`src/rtl/register_file_ss_pkg.sv`:
```
// rtl/register_file_ss_pkg.sv - shared types and lane-merge helper for register_file_ss
package register_file_ss_pkg;

    typedef enum logic [1:0] {IDLE, DUMP, LOAD, DONE} ss_state_t;

    // Bounds of the helper's padded buses. Callers zero-extend their
    // packed buses into these, which keeps per-port strides intact.
    localparam int MAX_PORTS = 8;
    localparam int MAX_LANES = 16;
    localparam int MAX_DW    = 128;

    // Lane-merged next value of one register. Ports are scanned from highest to lowest,
    // so the lowest-index port hitting a lane has the final say.
    function automatic logic [MAX_DW-1:0] merge_lanes(
        input logic [MAX_DW-1:0]              cur,
        input logic [MAX_PORTS-1:0]           hit,
        input logic [MAX_PORTS*MAX_LANES-1:0] lanes,
        input logic [MAX_PORTS*MAX_DW-1:0]    data,
        input int                             nports,
        input int                             nlanes,
        input int                             lane_w
    );
        logic [MAX_DW-1:0] res;
        res = cur;
        for (int i = 0; i < MAX_DW; i++) begin
            if (i < nlanes * lane_w) begin
                for (int p = MAX_PORTS - 1; p >= 0; p--) begin
                    if (p < nports && hit[p] && lanes[p * nlanes + i / lane_w]) begin
                        res[i] = data[p * nlanes * lane_w + i];
                    end
                end
            end
        end
        return res;
    endfunction

endpackage

```
`src/rtl/register_file_ss_lane_merge.sv`:
```
// rtl/register_file_ss_lane_merge.sv - write-port priority resolver for one register
module register_file_ss_lane_merge
    import register_file_ss_pkg::*;
#(
    parameter int NUM_WRITE_PORTS = 2,
    parameter int DATA_WIDTH      = 16,
    parameter int LANE_WIDTH      = 8,
    parameter int IDW             = 3,
    parameter int REG_INDEX       = 0,
    localparam int NUM_LANES      = DATA_WIDTH / LANE_WIDTH
) (
    input  logic [DATA_WIDTH-1:0]                 cur,
    input  logic [NUM_WRITE_PORTS-1:0]            we,
    input  logic [NUM_WRITE_PORTS*IDW-1:0]        write_id,
    input  logic [NUM_WRITE_PORTS*NUM_LANES-1:0]  write_lanes,
    input  logic [NUM_WRITE_PORTS*DATA_WIDTH-1:0] write_data,
    output logic [DATA_WIDTH-1:0]                 next_value
);

    logic [MAX_PORTS-1:0]           hit_w;
    logic [MAX_PORTS*MAX_LANES-1:0] lanes_w;
    logic [MAX_PORTS*MAX_DW-1:0]    data_w;
    logic [MAX_DW-1:0]              cur_w;

    always_comb begin
        hit_w   = '0;
        lanes_w = '0;
        data_w  = '0;
        cur_w   = '0;
        for (int p = 0; p < NUM_WRITE_PORTS; p++) begin
            hit_w[p] = we[p] && (write_id[p*IDW +: IDW] == IDW'(REG_INDEX));
        end
        lanes_w[NUM_WRITE_PORTS*NUM_LANES-1:0]  = write_lanes;
        data_w[NUM_WRITE_PORTS*DATA_WIDTH-1:0]  = write_data;
        cur_w[DATA_WIDTH-1:0]                   = cur;
        next_value = DATA_WIDTH'(merge_lanes(cur_w, hit_w, lanes_w, data_w,
                                             NUM_WRITE_PORTS, NUM_LANES, LANE_WIDTH));
    end

endmodule

```
`src/rtl/register_file_ss.sv`:
```
// rtl/register_file_ss.sv - multi-port byte-lane register file with serial savestate engine
module register_file_ss
    import register_file_ss_pkg::*;
#(
    parameter int NUM_REGISTERS   = 8,
    parameter int DATA_WIDTH      = 16,
    parameter int LANE_WIDTH      = 8,
    parameter int NUM_WRITE_PORTS = 2,
    localparam int IDW            = $clog2(NUM_REGISTERS),
    localparam int NUM_LANES      = DATA_WIDTH / LANE_WIDTH
) (
    input  logic                                  clk,
    input  logic                                  reset_n,
    input  logic [NUM_WRITE_PORTS-1:0]            we,
    input  logic [NUM_WRITE_PORTS*IDW-1:0]        write_id,
    input  logic [NUM_WRITE_PORTS*NUM_LANES-1:0]  write_lanes,
    input  logic [NUM_WRITE_PORTS*DATA_WIDTH-1:0] write_data,
    output logic [NUM_REGISTERS*DATA_WIDTH-1:0]   registers,
    input  logic                                  ss_dump_start,
    input  logic                                  ss_load_start,
    output logic [DATA_WIDTH-1:0]                 ss_dout,
    output logic                                  ss_dout_valid,
    input  logic                                  ss_dout_ready,
    input  logic [DATA_WIDTH-1:0]                 ss_din,
    input  logic                                  ss_din_valid,
    output logic                                  ss_din_ready,
    output logic                                  ss_busy,
    output logic                                  ss_done
);

    localparam logic [IDW-1:0] LAST_IDX = IDW'(NUM_REGISTERS - 1);

    logic [NUM_REGISTERS-1:0][DATA_WIDTH-1:0] regs_q;
    logic [NUM_REGISTERS-1:0][DATA_WIDTH-1:0] merged;
    ss_state_t                                state;
    logic [IDW-1:0]                           idx;

    for (genvar r = 0; r < NUM_REGISTERS; r++) begin : g_merge
        register_file_ss_lane_merge #(
            .NUM_WRITE_PORTS(NUM_WRITE_PORTS),
            .DATA_WIDTH     (DATA_WIDTH),
            .LANE_WIDTH     (LANE_WIDTH),
            .IDW            (IDW),
            .REG_INDEX      (r)
        ) u_merge (
            .cur        (regs_q[r]),
            .we         (we),
            .write_id   (write_id),
            .write_lanes(write_lanes),
            .write_data (write_data),
            .next_value (merged[r])
        );
    end

    assign registers = regs_q;

    always_ff @(posedge clk or negedge reset_n) begin
        if (!reset_n) begin
            regs_q        <= '0;
            state         <= IDLE;
            idx           <= '0;
            ss_dout       <= '0;
            ss_dout_valid <= 1'b0;
            ss_din_ready  <= 1'b0;
            ss_busy       <= 1'b0;
            ss_done       <= 1'b0;
        end else begin
            case (state)
                IDLE: begin
                    regs_q <= merged;
                    idx    <= '0;
                    if (ss_dump_start) begin
                        state         <= DUMP;
                        ss_dout       <= regs_q[0];
                        ss_dout_valid <= 1'b1;
                        ss_busy       <= 1'b1;
                    end else if (ss_load_start) begin
                        state        <= LOAD;
                        ss_din_ready <= 1'b1;
                        ss_busy      <= 1'b1;
                    end
                end
                DUMP: begin
                    if (ss_dout_ready) begin
                        if (idx == LAST_IDX) begin
                            state         <= DONE;
                            ss_dout_valid <= 1'b0;
                            ss_done       <= 1'b1;
                        end else begin
                            idx     <= idx + 1'b1;
                            ss_dout <= regs_q[idx + 1'b1];
                        end
                    end
                end
                LOAD: begin
                    if (ss_din_valid) begin
                        regs_q[idx] <= ss_din;
                        if (idx == LAST_IDX) begin
                            state        <= DONE;
                            ss_din_ready <= 1'b0;
                            ss_done      <= 1'b1;
                        end else begin
                            idx <= idx + 1'b1;
                        end
                    end
                end
                DONE: begin
                    state   <= IDLE;
                    ss_done <= 1'b0;
                    ss_busy <= 1'b0;
                end
                default: state <= IDLE;
            endcase
        end
    end

endmodule

```
`config.mk`:
```
export PLATFORM = sky130hd
export DESIGN_NAME = register_file_ss
export DESIGN_NICKNAME = d
export VERILOG_FILES = /design/src/rtl/register_file_ss_pkg.sv /design/src/rtl/register_file_ss_lane_merge.sv /design/src/rtl/register_file_ss.sv
export SDC_FILE = /design/constraint.sdc
export NUM_CORES = 1
export LEC_CHECK = 0
export BUFFER_PORTS_ARGS = -buffer_cell sky130_fd_sc_hd__buf_2
export CORE_AREA = 10 10 116 170
export CTS_BUF_LIST = sky130_fd_sc_hd__clkbuf_16
export DETAILED_ROUTE_END_ITERATION = 16
export DIE_AREA = 0 0 126 180
export PLACE_DENSITY_LB_ADDON = 0.05
export SETUP_SLACK_MARGIN = 0.2
export SYNTH_ARGS = -nofsm -noshare
export SYNTH_HDL_FRONTEND = slang
export SYNTH_SLANG_ARGS = --single-unit
```
`constraint.sdc`:
```
create_clock -name clk -period 7.3 [get_ports clk]
set_clock_uncertainty 0.15 [all_clocks]
set_input_delay 1.46 -clock clk [delete_from_list [all_inputs] [get_ports clk]]
set_output_delay 1.46 -clock clk [all_outputs]
set_load 0.005 [all_outputs]
```
==> impl_metrics.ini <==
[detailed_routing]
num_vias = 9193
drc = 0
viasPerCell = 7.12
ant_nets = 0
dr.pass1.iters = 5
wl_per_cell_um = 29.1
wirelength_um = 37600
drt_iter0_markers = 1251

[global_routing]
grt_pass1_wl_um = 57300
gr-usage-all-layers_pct = 32.2
first_global_vias = 9305
antenna_found_initial = 4
grt-ovfl-total = 0
grt_start_max_net_pins = 80

[cells_and_area]
syn_to_final_growth_pct = 16.2
fillCellCount = 1354
nets = 1138
layout_common_cells = buf_2, dfrtp_1, o221ai_1
layout_commonest_cell = buf_2
drive_gt1_share_pct = 38.1

[placed_design]
io_buffers = 213
routabilityCongestion = 0.969
post-place-ws_ns = 3.44
place_hpwl_um = 26300

[synthesis]
ys_types = 49
synth_warnings = 0
syn-num-nets = 982
synth_edf_count = 0
ys_ff_latch = 153
async_flop_share_pct = 100
syn_area_per_cell_um2 = 10.8
syn_area_um2 = 9800
yosysSeqAreaShare_pct = 39.1
syn_inst = 910
ys.flop_type = dfrtp_1

[power]
powerDensity_nw_per_um2 = 503
p_leak_nw = 4.96
peakVddDrop_mv = 0.252

[clock_tree]
cts_resized = 0
cts_tree = built
path_clk_slew_ns = 0.07
htreeDepth = 4
post-cts-setup-buffer-count = 0
cts_buffer_depth = 2
root_buffer = clkbuf_16
numCtsBuffers = 17
ctsHoldBuffers = 0
numClockSinks = 153
worstSkewPairLatency_ns = 0.44

[worst_setup_path]
slowest_stage = nand2_1
path_cells = buf_2, nand2_1, o22ai_1, o21ai_1, mux2_2
worst_path_largest_cell_delay_ns = 0.86
cp_data_required_time_ns = 7.48
crit_buf_inv = 1
cp-end-kind = register
critPathMaxFanout = 38
crit_family = simple AND/OR/NAND/NOR gates
critPathLaunchType = input port
critPathKind = in -> reg
cp_data_arrival_time_ns = 3.73

[sta]
hold_viol_final = 0
setup_ws_ns = 3.74
worst_slew_pin_slew_ns = 1.22
fin_crit_sh_pct = 48.7
setup_viol_count_final = 0
fin_setup_tns_ns = 0
max_slew_margin_pct = 18.6
slew_viol_final = 0
rsz0062_at_grt = false
post-route-min-period_ns = 3.56
max_freq_mhz = 281

[floorplanning]
start_util_pct = 58.7
die_height_um = 180
die-area_um2 = 22700
core_um2 = 16700
fp.dieW_um = 126
ios = 214
num_rows = 58

[run]
maxCapViolCount = 0

[worst_hold_path]
hold_path_class = reg -> reg

[status]
outcome = finished clean
worst min-delay path, delay by kind of cell, from the launching register on:
kind               cells  cell delay (ns)
AOI/OAI and AO/OA      1             0.06
DFF                    1             0.34
and+or+nand+nor        1             0.05
metal layers:
metal | global-route usage (%) | vias up | wire length, um | part of all wire [%]
li1 | - | 3927 | - | -
met1 | 36.6 | 4565 | 13100 | 35
met2 | 53.2 | 564 | 18900 | 50
met3 | 7.66 | 135 | 3050 | 8.1
met4 | 19.8 | 2 | 2490 | 6.6
met5 | 0 | - | 12 | 0.032
metrics by stage:
stage               hold WS [ns]  utilization (%)  total power [mW]  cells  instance area (um2)
global placement           0.317             64.6              4.70   1257                10800
global route               0.348             68.2              6.03   1290                11400
finish                     0.329             68.3              5.73   1292                11400
floorplan                  0.330                -              3.55    910                 9800
detailed placement         0.319             64.6              4.76   1257                10800
CTS                        0.336             68.2              5.69   1289                11400
final cells by class:
class	instances	area (um2)	share of cell area (%)
inverters	13	48.8	0.428
multi-input cells	660	5510	48.3
well taps	210	263	2.31
repair buffers	221	1130	9.94
flip-flops and latches	153	3830	33.6
clock inverters	15	179	1.57
diodes	3	7.51	0.0659
clock buffers	17	425	3.73
final timing paths:
kind,start,endpoint,slack (ns),depth (start not counted)
max in group asynchronous,reset_n,registers[118],4.61,2
setup reg to reg,state[1],registers[125],4.04,5
min in group asynchronous,reset_n,ss_dout[11],0.87,1
setup / recovery,write_id[2],registers[125],3.74,5
hold reg to reg,ss_dout[12],ss_dout[12],0.33,2
hold / removal,ss_dout[12],ss_dout[12],0.33,2
power breakdown:
| group | internal (mW) | switching (mW) | leakage [nW] |
|---|---|---|---|
| logic | 1.41 | 1.78 | 2.77 |
| registers | 1.26 | 0.350 | 1.89 |
| clock network | 0.519 | 0.412 | 0.296 |
synthesized netlist by cell type, drive strengths merged (3+ instances only):
master | number | area (um2)
nor2b | 21 | 131
o221ai | 144 | 1260
mux4 | 32 | 721
nand2b | 6 | 37.5
a21oi | 5 | 25.0
nand3b | 4 | 46.3
inv | 11 | 41.3
a21o | 4 | 30.0
mux2i | 22 | 220
mux2 | 128 | 1470
a31o | 4 | 35.0
a31oi | 3 | 18.8
buf | 35 | 236
o22ai | 6 | 37.5
nand3 | 13 | 65.1
nand2 | 79 | 297
ha | 6 | 75.1
o21ai | 143 | 742
clkbuf | 49 | 184
dfrtp | 153 | 3830
or2 | 12 | 75.1
and3b | 3 | 26.3
flip-flops by register name, summed over array words and instances, names as in the netlist:
signal and cells:
idx 3, registers 128, ss_busy 1, ss_din_ready 1, ss_done 1, ss_dout 16
ss_dout_valid 1, state 2
logic make-up after synthesis:
logic type | after synthesis | synth area share (%)
buf+inv | 97 | 4.79
flops | 153 | 39.1
compound gates | 326 | 23.4
fa+ha+maj | 6 | 0.766
simple gates | 146 | 7.40
mux | 182 | 24.6
Note: power is estimated with default switching activity, not from simulation.
